### config.mk
export PLATFORM = sky130hd
export DESIGN_NAME = branch_commit_unit
export DESIGN_NICKNAME = d
export VERILOG_FILES = /design/src/rtl/branch_commit_unit_pkg.sv /design/src/rtl/branch_commit_unit_upd_fifo.sv /design/src/rtl/branch_commit_unit.sv
export SDC_FILE = /design/constraint.sdc
export NUM_CORES = 1
export LEC_CHECK = 0
export ABC_AREA = 1
export ABC_CLOCK_PERIOD_IN_PS = 3900
export BUFFER_PORTS_ARGS = -buffer_cell sky130_fd_sc_hd__buf_2
export CAP_MARGIN = 5
export CORE_MARGIN = 2
export CORE_UTILIZATION = 55
export CTS_CLUSTER_DIAMETER = 200
export CTS_CLUSTER_SIZE = 16
export DETAILED_ROUTE_END_ITERATION = 10
export PLACE_DENSITY = 0.86
export RECOVER_POWER = 25
export SLEW_MARGIN = 5
export SYNTH_ARGS = -nofsm -noshare
export SYNTH_HDL_FRONTEND = slang
export SYNTH_SLANG_ARGS = --single-unit
### constraint.sdc
create_clock -name clk -period 3.9 [get_ports clk]
set_input_delay 0.195 -clock clk [delete_from_list [all_inputs] [get_ports clk]]
set_output_delay 0.195 -clock clk [all_outputs]
set_load 0.005 [all_outputs]
### src/rtl/branch_commit_unit_pkg.sv
// Shared definitions for the branch commit unit: FSM encoding, FIFO depth
// default and the saturating statistics counter helper.
package branch_commit_unit_pkg;

    typedef enum logic [0:0] {
        BCU_IDLE  = 1'b0,
        BCU_FLUSH = 1'b1
    } bcu_state_e;

    localparam int          UPD_DEPTH_DEFAULT = 4;
    localparam logic [31:0] CNT_SAT           = 32'hFFFF_FFFF;

    function automatic logic [31:0] sat_inc(input logic [31:0] value);
        if (value == CNT_SAT) begin
            return value;
        end else begin
            return value + 32'd1;
        end
    endfunction

endpackage

### src/rtl/branch_commit_unit_upd_fifo.sv
// Predictor training FIFO of {pc, taken}. The extra pointer MSB tells full from
// empty; everything holds while rdy is low.
module upd_fifo #(
    parameter int DEPTH = 4
) (
    input  logic        clk,
    input  logic        rst,
    input  logic        rdy,
    input  logic        push,
    input  logic [31:0] push_pc,
    input  logic        push_taken,
    input  logic        pop,
    output logic        full,
    output logic        empty,
    output logic [31:0] head_pc,
    output logic        head_taken
);

    localparam int PTR_W = $clog2(DEPTH) + 1;

    logic [PTR_W-1:0] wr_ptr_q, wr_ptr_d;
    logic [PTR_W-1:0] rd_ptr_q, rd_ptr_d;
    logic [32:0]      mem_q [DEPTH];
    logic [32:0]      mem_d [DEPTH];
    logic [PTR_W-2:0] wr_idx;
    logic [PTR_W-2:0] rd_idx;
    logic             do_push;
    logic             do_pop;

    assign wr_idx     = wr_ptr_q[PTR_W-2:0];
    assign rd_idx     = rd_ptr_q[PTR_W-2:0];
    assign empty      = (wr_ptr_q == rd_ptr_q);
    assign full       = (wr_ptr_q[PTR_W-1] != rd_ptr_q[PTR_W-1]) && (wr_idx == rd_idx);
    assign do_push    = rdy & push & ~full;
    assign do_pop     = rdy & pop & ~empty;
    assign head_pc    = mem_q[rd_idx][32:1];
    assign head_taken = mem_q[rd_idx][0];

    // Next pointers and storage contents.
    always_comb begin
        wr_ptr_d = wr_ptr_q;
        rd_ptr_d = rd_ptr_q;
        mem_d    = mem_q;
        if (do_push) begin
            wr_ptr_d       = wr_ptr_q + {{(PTR_W-1){1'b0}}, 1'b1};
            mem_d[wr_idx]  = {push_pc, push_taken};
        end else begin
            wr_ptr_d = wr_ptr_q;
        end
        if (do_pop) begin
            rd_ptr_d = rd_ptr_q + {{(PTR_W-1){1'b0}}, 1'b1};
        end else begin
            rd_ptr_d = rd_ptr_q;
        end
    end

    // Pointer registers; reset discards all pending entries.
    always_ff @(posedge clk) begin
        if (rst) begin
            wr_ptr_q <= {PTR_W{1'b0}};
            rd_ptr_q <= {PTR_W{1'b0}};
        end else begin
            wr_ptr_q <= wr_ptr_d;
            rd_ptr_q <= rd_ptr_d;
        end
    end

    // Entry storage needs no reset: the pointers define what is valid.
    always_ff @(posedge clk) begin
        mem_q <= mem_d;
    end

endmodule

### src/rtl/branch_commit_unit.sv
// Commit-side branch resolution: queues predictor training updates, raises a
// one-cycle flush with the redirect PC on a direction mispredict, keeps stats.
module branch_commit_unit
    import branch_commit_unit_pkg::*;
#(
    parameter int UPD_DEPTH = UPD_DEPTH_DEFAULT
) (
    input  logic        clk,
    input  logic        rst,
    input  logic        rdy,
    input  logic        commit_valid,
    output logic        commit_ready,
    input  logic        commit_is_branch,
    input  logic [31:0] commit_pc,
    input  logic        commit_pred_taken,
    input  logic        commit_real_taken,
    input  logic [31:0] commit_next_pc,
    output logic        upd_valid,
    output logic [31:0] upd_pc,
    output logic        upd_taken,
    input  logic        upd_ready,
    output logic        flush,
    output logic [31:0] redirect_pc,
    output logic [31:0] stat_branches,
    output logic [31:0] stat_mispredicts
);

    bcu_state_e  state_q, state_d;
    logic [31:0] redirect_pc_q, redirect_pc_d;
    logic [31:0] stat_br_q, stat_br_d;
    logic [31:0] stat_mp_q, stat_mp_d;
    logic        fifo_full;
    logic        fifo_empty;
    logic        accept;
    logic        branch_acc;
    logic        mispredict;

    // Ready looks only at registered state so a same-cycle pop cannot raise it.
    assign commit_ready = (state_q == BCU_IDLE) & ~fifo_full;
    assign accept       = rdy & commit_valid & commit_ready;
    assign branch_acc   = accept & commit_is_branch;
    assign mispredict   = branch_acc & (commit_pred_taken != commit_real_taken);

    assign upd_valid        = ~fifo_empty;
    assign flush            = (state_q == BCU_FLUSH);
    assign redirect_pc      = redirect_pc_q;
    assign stat_branches    = stat_br_q;
    assign stat_mispredicts = stat_mp_q;

    upd_fifo #(
        .DEPTH(UPD_DEPTH)
    ) u_upd_fifo (
        .clk        (clk),
        .rst        (rst),
        .rdy        (rdy),
        .push       (branch_acc),
        .push_pc    (commit_pc),
        .push_taken (commit_real_taken),
        .pop        (upd_valid & upd_ready),
        .full       (fifo_full),
        .empty      (fifo_empty),
        .head_pc    (upd_pc),
        .head_taken (upd_taken)
    );

    // FSM next state, redirect latch and saturating statistics.
    always_comb begin
        state_d       = state_q;
        redirect_pc_d = redirect_pc_q;
        stat_br_d     = stat_br_q;
        stat_mp_d     = stat_mp_q;
        if (rdy) begin
            case (state_q)
                BCU_IDLE:  state_d = mispredict ? BCU_FLUSH : BCU_IDLE;
                BCU_FLUSH: state_d = BCU_IDLE;
                default:   state_d = BCU_IDLE;
            endcase
            if (branch_acc) begin
                stat_br_d = sat_inc(stat_br_q);
            end else begin
                stat_br_d = stat_br_q;
            end
            if (mispredict) begin
                stat_mp_d     = sat_inc(stat_mp_q);
                redirect_pc_d = commit_next_pc;
            end else begin
                stat_mp_d     = stat_mp_q;
                redirect_pc_d = redirect_pc_q;
            end
        end else begin
            state_d = state_q;
        end
    end

    // State registers with synchronous reset.
    always_ff @(posedge clk) begin
        if (rst) begin
            state_q       <= BCU_IDLE;
            redirect_pc_q <= 32'h0000_0000;
            stat_br_q     <= 32'h0000_0000;
            stat_mp_q     <= 32'h0000_0000;
        end else begin
            state_q       <= state_d;
            redirect_pc_q <= redirect_pc_d;
            stat_br_q     <= stat_br_d;
            stat_mp_q     <= stat_mp_d;
        end
    end

endmodule

[After elaboration in Yosys (flattened, before gate mapping)]
Cells that the tools add are included.
W data, S select, Z words.
Operators by class
  $add $sub $neg: 4
  magnitude comparators: 3
  equal/unequal tests: 6
  multiplexer cells: 8
  bitwise operators: 17
  reduce and logical (&&, ||, !) cells: 5
Operators with widths (number)
  $bwmux W132: 1
  $mux W33: 3
  $bmux W33 S2: 1
  $demux W33 S2: 1
  $add A32 B1 Y32 const B: 2
  $eq A32 B32 Y1 const B: 2
  $and A1 B1 Y1: 10
  $add A3 B1 Y3 const B: 2
  $ge A3 B3 Y1 const B: 2
  $not A2 Y3: 2
  $reduce_and A3 Y1: 2
  $not A1 Y1: 5
  $eq A3 B3 Y1: 1
  $lt A3 B1 Y1 const B: 1
  $eq A2 B2 Y1: 1
  $logic_and A1 B1 Y1: 2
  $ne A1 B1 Y1: 2
  $pmux W1 S2: 1
  $reduce_and A2 Y1: 1
  $mux W1: 1
Word-level totals
  flip-flop bits (word level): 235

[Depth between registers and ports, before layout]
Gate-level depths: netlist (run 1).
  word-level depth: 9
  depth in mapped cells: 12
  gate-level depth less buffers: 11

[Hierarchy]
A second synthesis (run 1) with hierarchy kept.
Unflattened totals
  cell total of the unflattened synthesis: 1213
  area total of the unflattened synthesis: 10759.1 um^2
By module, submodules not included
  branch_commit_unit: instances 1, cells each 819, area each 5390.2 um^2, seq. area each 1941.9 um^2
  upd_fifo: instances 1, cells each 394, area each 5368.9 um^2, seq. area each 4083.9 um^2

[Worst setup path after synthesis (run 1)]
Ideal clock, no wire load.
  kind: register to register
  from: register u_upd_fifo.rd_ptr_q[1]
  to: register u_upd_fifo.mem_q[0] in the netlist's numbering, enable pin
  setup time: 0.425 ns
  data arrival time: 2.355 ns
  required time: 3.475 ns
  path slack: 1.121 ns
  stages on the path, launching flop included: 7
  buffers on the path: 0
  path through: dfxtp_1 inv_2 nand2_1 nand2_2 nand3_2 nand3_4 nor2_1
Between the ends
  word-level cells in the longest chain between the ends: 8
RTL lines
  from (decl): line branch_commit_unit_upd_fifo.sv:22  | logic [PTR_W-1:0] rd_ptr_q, rd_ptr_d;
  from (signal assigned): line branch_commit_unit_upd_fifo.sv:61  | rd_ptr_q <= {PTR_W{1'b0}};
  from (signal assigned): line branch_commit_unit_upd_fifo.sv:64  | rd_ptr_q <= rd_ptr_d;
  $eq A2 B2 Y1 *: line branch_commit_unit_upd_fifo.sv:33  | assign full = (wr_ptr_q[PTR_W-1] != rd_ptr_q[PTR_W-1]) && (wr_idx == rd_idx);
  $logic_and A1 B1 Y1 *: line branch_commit_unit_upd_fifo.sv:33
  $not A1 Y1 *: line branch_commit_unit_upd_fifo.sv:34, branch_commit_unit.sv:39
  $and A1 B1 Y1: line branch_commit_unit.sv:39  | assign commit_ready = (state_q == BCU_IDLE) & ~fifo_full;
  $and A1 B1 Y1: line branch_commit_unit.sv:40  | assign accept = rdy & commit_valid & commit_ready;
  $and A1 B1 Y1: line branch_commit_unit.sv:41  | assign branch_acc = accept & commit_is_branch;
  $and A1 B1 Y1: line branch_commit_unit_upd_fifo.sv:34  | assign do_push = rdy & push & ~full;
  $and A1 B1 Y1 *: line branch_commit_unit_upd_fifo.sv:34
  to (signal assigned): line branch_commit_unit_upd_fifo.sv:70  | mem_q <= mem_d;
  to (decl): line branch_commit_unit_upd_fifo.sv:23  | logic [32:0] mem_q [DEPTH];
Every way passes the cells marked *; elsewhere a longest branch is shown, timed or not.
A chain may end at the register's enable or synchronous reset.

[Final worst setup path (run 1)]
  from: register u_upd_fifo.rd_ptr_q[0]
  to: output port upd_pc[5]
Between the ends
  word-level cells in the longest chain between the ends: 4
RTL lines
  $not A2 Y3 (implied by the code): line branch_commit_unit_upd_fifo.sv:36  | assign head_pc = mem_q[rd_idx][32:1];
  $bmux W33 S2: line branch_commit_unit_upd_fifo.sv:36
  $mux W33 (2 in a row)
  to (decl): line branch_commit_unit.sv:19  | output logic [31:0] upd_pc,
No other way between the ends. The select of a mux whose other input is x is not followed.

==> summary.md, run 1 <==
| Metric | Value |
|---|---|
| Status | `finished clean` |
| Register area share after synthesis | `57.4%` |
| PostCTS Resize Cnt | `0` |
| Post-synthesis mux area share | `0%` |
| Full die area | `0.0202 sq mm` |
| Fin crit share | `between 70% and 80%` |
| Final Skew | `14.6 ps` |
| Top post-synthesis cells by area | `edfxtp_1 (38%), dfxtp_1 (20%), nand2_1 (13%)` |
| Yosys top cell area share | `37.8%` |
| Slew Limit Fails | `0` |
| Pint | `approximately 3.7 mW` |
| Leak Pwr | `a little under 5 nW` |
| H-tree levels | `1` |
| Post-synth EDFFs | `132` |
| Hold EP | `flush$_SDFFE_PP0P_` |
| Main combinational cell family by area after synthesis | `simple AND/OR/NAND/NOR gates` |
| Post-place setup slack | `1260 ps` |
| CTS tree | `yes` |
| Clock slew at the register clock pins of the worst setup and hold paths | `70 ps` |
| Initial antenna violation count | `0` |
| Clock buffer depth | `3` |
| Wire length per cell after detailed routing | `around 16 microns` |
| Post-Syn Instances | `between 1000 and 1500` |
| Die W | `about 140 microns` |
| Fraction of synthesis flops using an asynchronous set or reset pin | `0%` |
| Slew headroom | `34.5%` |
| PnR worst setup slack | `847 ps` |
| Yosys warnings | `0` |
| Setup TNS | `0 ps` |
| Hold path depth | `4` |
| Sequential Power Share | `55.4%` |
| Synth Cell Area | `0.0105 sq mm` |
| Finished Cell Area | `about 0.013 sq mm` |
| Total Routing Usage GR | `26.1%` |
| Min Tclk post-route | `slightly above 3000 ps` |
| Simple-Gate Fraction of Synth Area | `24.7%` |
| DRC | `0` |
| Vias in the first global route | `between 8000 and 9000` |
| Ant diodes | `0` |
| Synth unique cells | `29` |
| Row cnt | `50` |
| Peak supply drop | `307 uV` |
| Synthesized flop and latch total | `235` |
| Part of the power in combinational logic | `8.4%` |
| Net Sw Frac | `22.7%` |
| Number of DRC markers in iteration 0 | `629` |
| Hpwl dp | `17.3 mm` |
| Reg area | `around 0.0060 sq mm` |
| Avg Cell Area, Syn | `about 8.7 sq um` |
| FF-to-FF Start | `u_upd_fifo.rd_ptr_q[1]$_SDFFE_PP0P_` |
| Kind of critical path | `reg2out` |
| Worst hold slack | `17.3 ps` |
| CORE AREA | `0.0187 sq mm` |
| Pwr/cell area | `approximately 380 mW/mm^2` |
| HP Start | `rdy` |
| Synth top cells by count | `nand2_1 (368), nor2_1 (204), edfxtp_1 (132), dfxtp_1 (103), a21oi_1 (90)` |
| WL final | `26.9 mm` |
| Post-synthesis xor/xnor area fraction | `2.84%` |
| I/O pin count | `204` |
| Data arrival time of the worst path | `approximately 2900 ps` |
| Post-CTS setup buffer count | `0` |
| Via count | `9232` |
| Largest fanout on the critical path | `69` |
| CP Launch Type | `flip-flop` |
| First-pass GRT wire length | `about 43 mm` |
| Critical path data required time | `3700 ps` |
| Critical Path End Type | `output pin` |
| Num CTS Buffers | `18` |
| Vias per cell | `5.44` |
| Fill cells | `1395` |
| Drt pass-1 iters | `6` |
| IO buf count | `between 200 and 250` |
| Gr ovfl total | `0` |
| Layout cells sized above 1 | `15.4%` |
| Max-Cap Viols | `0` |
| NetSw | `approximately 1.1 mW` |
| Root Buffer | `clkbuf_16` |
| Synth Area in Adders | `0.835%` |
| Worst-Margin Slew | `approximately 980 ps` |
| Die Y | `142 microns` |
| Compound-gate portion of the synthesized area | `10.2%` |
| Worst skew pair latency | `480 ps` |
| FMAX | `~330 MHz` |
| RSZ-0062 raised after global routing | `false` |
| Worst r2r dst | `stat_mispredicts[26]$_SDFFE_PP0P_` |
| Starting density of the core | `56.1%` |
| Area leader, netlist | `edfxtp_1` |
| Hold buffer count at cts | `64` |
| R2R cell count | `10` |
| Setup slack, reg-to-reg | `1240 ps` |
| Area after DPL | `between 0.01 and 0.015 sq mm` |
| Final Hold Fails | `0` |
| Area Overhead vs Synth | `21.8%` |
| Routability congestion estimate | `0.952` |
| Endpoints failing setup | `0` |
| Hold Crit Class | `in2reg` |
| Largest net degree at the start of global routing | `84` |
| NumNets Final | `1531` |
| CTS Sinks | `235` |
| Final core utilization | `68.3%` |
| Remaining antenna violation count | `0` |
| Syn nets | `1282` |
| Clk pwr share | `36.1%` |
| Multi-input logic area | `0.00407 sq mm` |
| Ys flop type | `edfxtp_1` |
| Most common cell in the netlist | `nand2_1` |
-- layout make-up --
cell class              instances  share of cell area (%)
clock inverters                 1                  0.0588
inverters                      39                    1.15
flip-flops and latches        235                    47.2
clock buffers                  29                    4.02
well taps                     234                    2.29
multi-input cells             878                    31.9
repair buffers                280                    13.4
-- registers in the layout (all words and copies together) (netlist names) --
register             flops
stat_branches           32
flush                    1
u_upd_fifo.mem_q       132
stat_mispredicts        32
redirect_pc             32
u_upd_fifo.wr_ptr_q      3
u_upd_fifo.rd_ptr_q      3
-- power groups by stage --
stage / Sequential (mW) / Combinational, mW / Clock (mW)
finish: 2.66 / 0.405 / 1.73
global route: 2.66 / 0.448 / 1.85
CTS: 2.66 / 0.406 / 1.76
detailed placement: 2.72 / 0.354 / 0
global placement: 2.71 / 0.341 / 0
floorplan: 2.72 / 0.191 / 0
-- critical path: stages (launching register included) --
cell and delay (ps):
dfxtp_2 340, buf_4 540, inv_1 490, buf_4 400
o21ai_0 290, o22ai_1 130, buf_2 150
-- how the worst max path moves through the flow --
stage / end / depth (start not counted) / startpoint / slack (ps)
floorplan: u_upd_fifo.mem_q[0]$_DFFE_PP_ / 6 / u_upd_fifo.rd_ptr_q[1]$_SDFFE_PP0P_ / 1120
global placement: stat_mispredicts[12]$_SDFFE_PP0P_ / 10 / u_upd_fifo.rd_ptr_q[1]$_SDFFE_PP0P_ / 1320
detailed placement: stat_mispredicts[29]$_SDFFE_PP0P_ / 10 / u_upd_fifo.rd_ptr_q[1]$_SDFFE_PP0P_ / 1260
CTS: upd_pc[5] / 6 / u_upd_fifo.rd_ptr_q[0]$_SDFFE_PP0P_ / 860
global route: upd_pc[12] / 6 / u_upd_fifo.rd_ptr_q[0]$_SDFFE_PP0P_ / 590
finish: upd_pc[5] / 6 / u_upd_fifo.rd_ptr_q[0]$_SDFFE_PP0P_ / 850
-- metrics by stage --
step	instances	total power, mW
2_1_floorplan	1203	2.91
3_3_place_gp	1602	3.06
3_5_place_dp	1602	3.07
4_1_cts	1696	4.83
5_1_grt	1696	4.96
6_report	1696	4.80
-- cell families (layout without fill, tap and decap cells) --
| family | after synthesis | after routing |
|---|---|---|
| buffers and inverters | 90 | 349 |
| AOI/OAI and AO/OA | 205 | 205 |
| and+or+nand+nor | 632 | 632 |
| adders and majority gates | 7 | 7 |
| xor gates and xnor gates | 34 | 34 |
| DFF | 235 | 235 |
-- metal layers --
layer  routed length, microns  up-vias  global-route usage, %
met1                    10900     4249                   33.4
li1                         -     4498                      -
met4                      598        0                   7.68
met2                    13000      432                   45.0
met3                     2450       53                   5.22
met5                        0        -                      0
-- placed cells by master (no fill, tap or decap), drive strengths merged, types with 33 or more instances in the layout --
master,netlist,final
nand2,371,371
nor2,209,209
buf,18,184
edfxtp,132,132
dfxtp,103,103
a21oi,90,90
o21ai,82,82
dlygate4sd3,0,64
clkbuf,33,61
inv,39,39
o22ai,33,33
Power figures use the tool's default switching activity.
==> inputs of run 2 (changes only) <==
--- a/config.mk
+++ b/config.mk
@@ -6,7 +6,7 @@
 export NUM_CORES = 1
 export LEC_CHECK = 0
 export ABC_AREA = 1
-export ABC_CLOCK_PERIOD_IN_PS = 3900
+export ABC_CLOCK_PERIOD_IN_PS = 3150
 export BUFFER_PORTS_ARGS = -buffer_cell sky130_fd_sc_hd__buf_2
 export CAP_MARGIN = 5
 export CORE_MARGIN = 2
==> constraint.sdc (replaced) <==
create_clock -name clk -period 3.15 [get_ports clk]
set_input_delay 0.1575 -clock clk [delete_from_list [all_inputs] [get_ports clk]]
set_output_delay 0.1575 -clock clk [all_outputs]
set_load 0.005 [all_outputs]
==> run 2 against run 1 <==
Worst hold slack gained 59 ps. First-iteration DRC count grew 14%. Clock skew grew 9.5 ps. Die area is the same. Count of clock-buffer cells in the layout shrank 1. Register-to-register slack lost 550 ps. Sequential share of layout area shrank 0.087 points. Combinational power grew 25%. Routed wire length grew 0.92%. Cell count grew 0.12%. Setup slack lost 280 ps. Critical path depth is the same. Critical endpoint is now upd_pc[10]. Largest cell class unchanged. Largest power group unchanged.
==> summary.md, run 2 (synthesis gave the netlist of run 1 again) <==
| Metric | Value |
|---|---|
| Status | `finished clean` |
| Setup TNS | `0 ps (unchanged)` |
| First-pass GRT wire length | `42.9 mm (+0.58%)` |
| Area Overhead vs Synth | `22.0%` |
| NumNets Final | `1533 (+0.13%)` |
| Starting density of the core | `56.1% (unchanged)` |
| Final core utilization | `68.4% (+0.13 points)` |
| Fill cells | `1437 (+3.0%)` |
| Kind of critical path | `reg2out` |
| Clock slew at the register clock pins of the worst setup and hold paths | `70 ps (about the same)` |
| Final Skew | `24.1 ps (+9.51 ps)` |
| Hold Crit Class | `in2reg` |
| Pwr/cell area | `462 mW/mm^2 (+23%)` |
| CORE AREA | `0.0187 sq mm (unchanged)` |
| Leak Pwr | `4.84 nW (about the same)` |
| Critical path's slowest cell | `buf_4` |
| WL final | `27.2 mm (+0.92%)` |
| Pint | `4.56 mW (+23%)` |
| Die W | `142 microns (unchanged)` |
| Area after DPL | `0.0117 sq mm (+0.11%)` |
| Gr ovfl total | `0 (unchanged)` |
| Most used cell, CP | `buf_4` |
| Hpwl dp | `16.7 mm (-3.6%)` |
| CTS tree | `yes` |
| Fin crit share | `81.8%` |
| Commonest cells after routing, fill and taps aside | `nand2_1 (368), nor2_1 (200), buf_2 (171), edfxtp_1 (132), dfxtp_1 (102)` |
| PostCTS Resize Cnt | `0 (unchanged)` |
| Post-CTS setup buffer count | `0 (unchanged)` |
| Worst-Margin Slew | `1170 ps (+187 ps)` |
| Worst r2r dst | `stat_mispredicts[1]$_SDFFE_PP0P_` |
| Worst path cell trace | `buf_4, inv_1, buf_4, o21ai_0, o22ai_1, buf_2` |
| Clock buffer depth | `3 (unchanged)` |
| Critical Path End Type | `output pin` |
| Setup slack, reg-to-reg | `690 ps (-550 ps)` |
| Finished Cell Area | `0.0128 sq mm (+0.19%)` |
| Worst stage delay on the critical path | `530 ps (about the same)` |
| FF-to-FF Start | `stat_mispredicts[0]$_SDFFE_PP0P_` |
| CTS Sinks | `235 (unchanged)` |
| Slew headroom | `22.1% (-12 points)` |
| DRC | `0 (unchanged)` |
| Ant diodes | `0 (unchanged)` |
| I/O pin count | `204 (unchanged)` |
| Final Non-Filler Cells | `1698 (+0.12%)` |
| Max-Cap Viols | `0 (unchanged)` |
| Initial antenna violation count | `0 (unchanged)` |
| Num CTS Buffers | `18 (unchanged)` |
| Crit path from | `u_upd_fifo.rd_ptr_q[0]$_SDFFE_PP0P_` |
| Worst skew pair latency | `490 ps (about the same)` |
| Row cnt | `50 (unchanged)` |
| Layout cells sized above 1 | `15.4% (-0.021 points)` |
| Peak supply drop | `371 uV (+21%)` |
| Wire length per cell after detailed routing | `16.0 microns (+0.80%)` |
| FMAX | `388 MHz` |
| Sequential Power Share | `55.7% (+0.3 points)` |
| Critical Path Sink | `upd_pc[10]` |
| Critical path data required time | `2990 ps (-710 ps)` |
| Remaining antenna violation count | `0 (unchanged)` |
| Part of the power in combinational logic | `8.6% (+0.2 points)` |
| Most common cell after layout, fill and taps aside | `nand2_1` |
| R2R cell count | `10 (unchanged)` |
| Largest fanout on the critical path | `69 (unchanged)` |
| CP Launch Type | `flip-flop` |
| Max reg flops | `132 (unchanged)` |
| Largest net degree at the start of global routing | `84 (unchanged)` |
| Slew Limit Fails | `0 (unchanged)` |
| Cells after DPL | `1602 (unchanged)` |
| IO buf count | `203 (unchanged)` |
| Final Hold Fails | `0 (unchanged)` |
| Vias in the first global route | `8687 (-1.1%)` |
| Routability congestion estimate | `0.960 (+0.81%)` |
| Data arrival time of the worst path | `2420 ps (-440 ps)` |
| Number of DRC markers in iteration 0 | `717 (+14%)` |
| Net Sw Frac | `22.9% (+0.27 points)` |
| H-tree levels | `1 (unchanged)` |
| Top reg by flops | `u_upd_fifo.mem_q` |
| Min Tclk post-route | `2580 ps` |
| Total Routing Usage GR | `26.1% (about the same)` |
| RSZ-0062 raised after global routing | `false` |
| Endpoints failing setup | `0 (unchanged)` |
| NetSw | `1.36 mW (+25%)` |
| Drt pass-1 iters | `5 (-1)` |
| Vias per cell | `5.39 (-0.96%)` |
| Full die area | `0.0202 sq mm (unchanged)` |
| Clk pwr share | `35.7% (-0.4 points)` |
| Die Y | `142 microns (unchanged)` |
| Via count | `9154 (-0.84%)` |
| Root Buffer | `clkbuf_16` |
-- run 2: changes by cell type in the layout (fill, tap and decap cells not counted) --
cell,previous run,this run
dlygate4sd3_1,64,66
buf_12,0,1
clkbuf_16,19,18
buf_4,13,12
clkinv_8,0,1
-- run 2: area by class of cell --
class	count	area [sq um]	share of cell area [%]
well taps	234	293	2.29
inverters	39	146	1.14
multi-input cells	878	4070	31.8
repair buffers	282	1750	13.6
clock buffers	28	488	3.81
flip-flops and latches	235	6030	47.1
clock inverters	2	23.8	0.186
-- run 2: routing by layer --
| metal | vias up | GRT usage (%) | part of all wire (%) |
|---|---|---|---|
| li1 | 4499 | - | - |
| met4 | 0 | 7.42 | 2.3 |
| met3 | 55 | 5.15 | 7.9 |
| met2 | 360 | 45.2 | 47 |
| met1 | 4240 | 33.4 | 42 |
| met5 | - | 0 | 0 |
-- run 2: worst min-delay path by stage --
stage | startpoint | endpoint | slack, ps | depth (start not counted)
4_1_cts | upd_ready | u_upd_fifo.rd_ptr_q[2]$_SDFFE_PP0P_ | 70 | 5
5_1_grt | upd_ready | u_upd_fifo.rd_ptr_q[2]$_SDFFE_PP0P_ | 120 | 5
3_5_place_dp | commit_pc[14] | u_upd_fifo.mem_q[114]$_DFFE_PP_ | 380 | 1
6_report | upd_ready | u_upd_fifo.rd_ptr_q[2]$_SDFFE_PP0P_ | 80 | 5
2_1_floorplan | commit_real_taken | u_upd_fifo.mem_q[0]$_DFFE_PP_ | 260 | 0
3_3_place_gp | commit_pc[27] | u_upd_fifo.mem_q[28]$_DFFE_PP_ | 370 | 1
-- run 2: critical path, delay by kind of cell (launching register included) --
kind | cells | cell delay [ps]
DFF | 1 | 340
AOI/OAI and AO/OA | 2 | 460
buffers and inverters | 4 | 1090
-- run 2: what timing repair did --
action                                  CTS  global route
hold buffers                             66             0
endpoints found under the setup margin    0             0
endpoints found under the hold margin   165             0
-- run 2: power groups by stage --
stage | sequential (mW) | clock [mW] | combinational (mW)
floorplan | 3.36 | 0 | 0.237
global placement | 3.36 | 0 | 0.423
detailed placement | 3.36 | 0 | 0.438
CTS | 3.29 | 2.14 | 0.503
global route | 3.30 | 2.25 | 0.559
finish | 3.29 | 2.11 | 0.508
-- run 2: metrics by stage --
| stage | power [mW] | setup slack, ps | hold slack, ps |
|---|---|---|---|
| CTS | 5.94 | 621 | 67.0 |
| global route | 6.11 | 360 | 117 |
| floorplan | 3.60 | 371 | 256 |
| global placement | 3.78 | 891 | 371 |
| detailed placement | 3.80 | 786 | 377 |
| finish | 5.91 | 572 | 76.2 |
==> inputs of run 3 (changes only) <==
--- a/config.mk
+++ b/config.mk
@@ -6,15 +6,15 @@
 export NUM_CORES = 1
 export LEC_CHECK = 0
 export ABC_AREA = 1
-export ABC_CLOCK_PERIOD_IN_PS = 3150
+export ABC_CLOCK_PERIOD_IN_PS = 2230
 export BUFFER_PORTS_ARGS = -buffer_cell sky130_fd_sc_hd__buf_2
 export CAP_MARGIN = 5
 export CORE_MARGIN = 2
-export CORE_UTILIZATION = 55
+export CORE_UTILIZATION = 50
 export CTS_CLUSTER_DIAMETER = 200
 export CTS_CLUSTER_SIZE = 16
 export DETAILED_ROUTE_END_ITERATION = 10
-export PLACE_DENSITY = 0.86
+export PLACE_DENSITY = 0.82
 export RECOVER_POWER = 25
 export SLEW_MARGIN = 5
 export SYNTH_ARGS = -nofsm -noshare
==> constraint.sdc (replaced) <==
create_clock -name clk -period 2.23 [get_ports clk]
set_input_delay 0.1115 -clock clk [delete_from_list [all_inputs] [get_ports clk]]
set_output_delay 0.1115 -clock clk [all_outputs]
set_load 0.005 [all_outputs]
==> run 3 against run 2 <==
First-iteration DRC count down 14%. Global-route usage down 1.7 points. Largest cell class unchanged. Routed wire length up 3.1%. Via count up 2.5%. Combinational power up 50%. Worst hold slack better by 1.4 ps. Clock power up 40%. Count of clock-buffer cells in the layout down 1. Non-clock buffer count up 36. Critical endpoint is now upd_pc[11]. Sequential power up 41%. Highest routed layer unchanged.
==> summary.md, run 3 (synthesis gave the netlist of run 1 again) <==
| Metric | Value |
|---|---|
| Worst stage delay on the critical path | `420 ps (-110 ps)` |
| Layout cells sized above 1 | `17.6% (+2.2 points)` |
| Wire length per cell after detailed routing | `15.8 microns (-1.1%)` |
| Cells after DPL | `1673 (+4.4%)` |
| Hpwl dp | `17.5 mm (+4.8%)` |
| Kind of critical path | `reg2out` |
| Post-place setup slack | `-88.1 ps (-874 ps)` |
| Drt pass-1 iters | `5 (unchanged)` |
| CTS Sinks | `235 (unchanged)` |
| Slew Limit Fails | `0 (unchanged)` |
| Num CTS Buffers | `18 (unchanged)` |
| Ant diodes | `0 (unchanged)` |
| Peak supply drop | `521 uV (+40%)` |
| Status | `finished clean` |
| Via count | `9385 (+2.5%)` |
| Finished Cell Area | `0.0132 sq mm (+3.4%)` |
| Area Overhead vs Synth | `26.1%` |
| Final core utilization | `64.8% (-3.7 points)` |
| Critical Path End Type | `output pin` |
| Remaining antenna violation count | `0 (unchanged)` |
| Pwr Total | `8.38 mW (+42%)` |
| Row cnt | `52 (+4.0%)` |
| CORE AREA | `0.0204 sq mm (+9.2%)` |
| Final Hold Fails | `0 (unchanged)` |
| Multi-input logic area | `0.00410 sq mm (+0.55%)` |
| NumNets Final | `1570 (+2.4%)` |
| Slew headroom | `57.2% (+35 points)` |
| Commonest cells after routing, fill and taps aside | `nand2_1 (368), nor2_1 (200), buf_2 (171), edfxtp_1 (132), dfxtp_1 (101)` |
| Top reg by flops | `u_upd_fifo.mem_q` |
| Leak Pwr | `5.06 nW (+4.6%)` |
| Worst path cell trace | `buf_12, clkinv_1, buf_12, o21ai_0, o22ai_1, buf_2` |
| WL final | `28.0 mm (+3.1%)` |
| Die W | `149 microns (+4.7%)` |
| Min Tclk post-route | `2080 ps` |
| First-pass GRT wire length | `43.6 mm (+1.7%)` |
| Area after DPL | `0.0120 sq mm (+3.2%)` |
| Clock buffer depth | `3 (unchanged)` |
| CP bufs+invs | `4 (unchanged)` |
| CP Launch Type | `flip-flop` |
| Data arrival time of the worst path | `1960 ps (-460 ps)` |
| Clock slew at the register clock pins of the worst setup and hold paths | `70 ps (about the same)` |
| I/O pin count | `204 (unchanged)` |
| Most used cell, CP | `buf_12` |
| Vias per cell | `5.30 (-1.6%)` |
| Total Routing Usage GR | `24.4% (-1.7 points)` |
| H-tree levels | `1 (unchanged)` |
| Largest net degree at the start of global routing | `70 (-17%)` |
| FMAX | `~480 MHz` |
| Worst-Margin Slew | `642 ps (-526 ps)` |
| Max-Cap Viols | `0 (unchanged)` |
| Worst hold slack | `77.6 ps (+1.42 ps)` |
| Most common cell after layout, fill and taps aside | `nand2_1` |
| Endpoints failing setup | `0 (unchanged)` |
| Max reg flops | `132 (unchanged)` |
| Final Skew | `9.14 ps (-14.9 ps)` |
| Gr ovfl total | `0 (unchanged)` |
| Starting density of the core | `51.3% (-4.7 points)` |
| IO buf count | `203 (unchanged)` |
| Full die area | `0.0222 sq mm (+9.7%)` |
| Die Y | `149 microns (+4.7%)` |
| Worst skew pair latency | `490 ps (about the same)` |
| CTS tree | `yes` |
| Vias in the first global route | `9033 (+4.0%)` |
| RSZ-0062 raised after global routing | `false` |
| Fill cells | `1639 (+14%)` |
| Critical path's slowest cell | `dfxtp_2` |
| Largest fanout on the critical path | `66 (-4.3%)` |
| Number of DRC markers in iteration 0 | `619 (-14%)` |
| Fin crit share | `93.1%` |
| Root Buffer | `clkbuf_16` |
| Reg area | `0.00603 sq mm (about the same)` |
| CP top delay family | `buffers and inverters` |
| DRC | `0 (unchanged)` |
| Routability congestion estimate | `0.953 (-0.66%)` |
| Initial antenna violation count | `0 (unchanged)` |
| Setup TNS | `0 ps (unchanged)` |
| Critical path data required time | `2120 ps (-870 ps)` |
| Hold Crit Class | `in2reg` |
| Pwr/cell area | `633 mW/mm^2 (+37%)` |
| Final Non-Filler Cells | `1770 (+4.2%)` |
| PnR worst setup slack | `154 ps (-417 ps)` |
-- run 3: worst reg2reg max path: cells and delay by family, from the launching register on --
kind            cells  cell delay, ps
compound gates      1             160
fa+ha+maj           1             250
buf+inv             2             260
flops               1             390
simple gates        6             890
-- run 3: path summary, 6_finish.rpt --
| check | from | end | cells past startpoint | slack, ps |
|---|---|---|---|---|
| setup / recovery | u_upd_fifo.rd_ptr_q[0]$_SDFFE_PP0P_ | upd_pc[11] | 6 | 150 |
| hold / removal | upd_ready | u_upd_fifo.rd_ptr_q[2]$_SDFFE_PP0P_ | 5 | 80 |
| setup reg to reg | stat_branches[1]$_SDFFE_PP0P_ | stat_branches[8]$_SDFFE_PP0P_ | 10 | 200 |
| hold reg to reg | redirect_pc[2]$_SDFFE_PP0P_ | redirect_pc[2]$_SDFFE_PP0P_ | 2 | 460 |
-- run 3: cell type report --
cell class	count	area share [%]
Sequential cell	235	45.6
Clock inverter	2	0.180
Inverter	39	1.13
Tap cell	270	2.55
Multi-Input combinational cell	879	31.0
Timing Repair Buffer	318	15.9
Clock buffer	27	3.66
-- run 3: what timing repair did --
action / CTS / global route
setup buffers: 0 / 0
resized for setup: 3 / 6
gates cloned: 0 / 2
pin swaps: 0 / 1
setup endpoints to repair: 62 / 73
endpoints found under the hold margin: 165 / 0
hold buffers: 66 / 0
-- run 3: layer usage --
layer | track usage (%) | vias up | wire length [microns]
met5 | 0 | - | 0
met4 | 7.43 | 0 | 748
met3 | 4.40 | 60 | 2220
met2 | 42.3 | 379 | 13400
met1 | 31.2 | 4379 | 11600
li1 | - | 4567 | -
-- run 3: power by group --
group          switching (mW)  total [mW]  internal (mW)  leakage [nW]
Combinational           0.440       0.761          0.321          2.80
Clock                    1.45        2.96           1.51         0.239
Sequential             0.0286        4.65           4.62          2.02
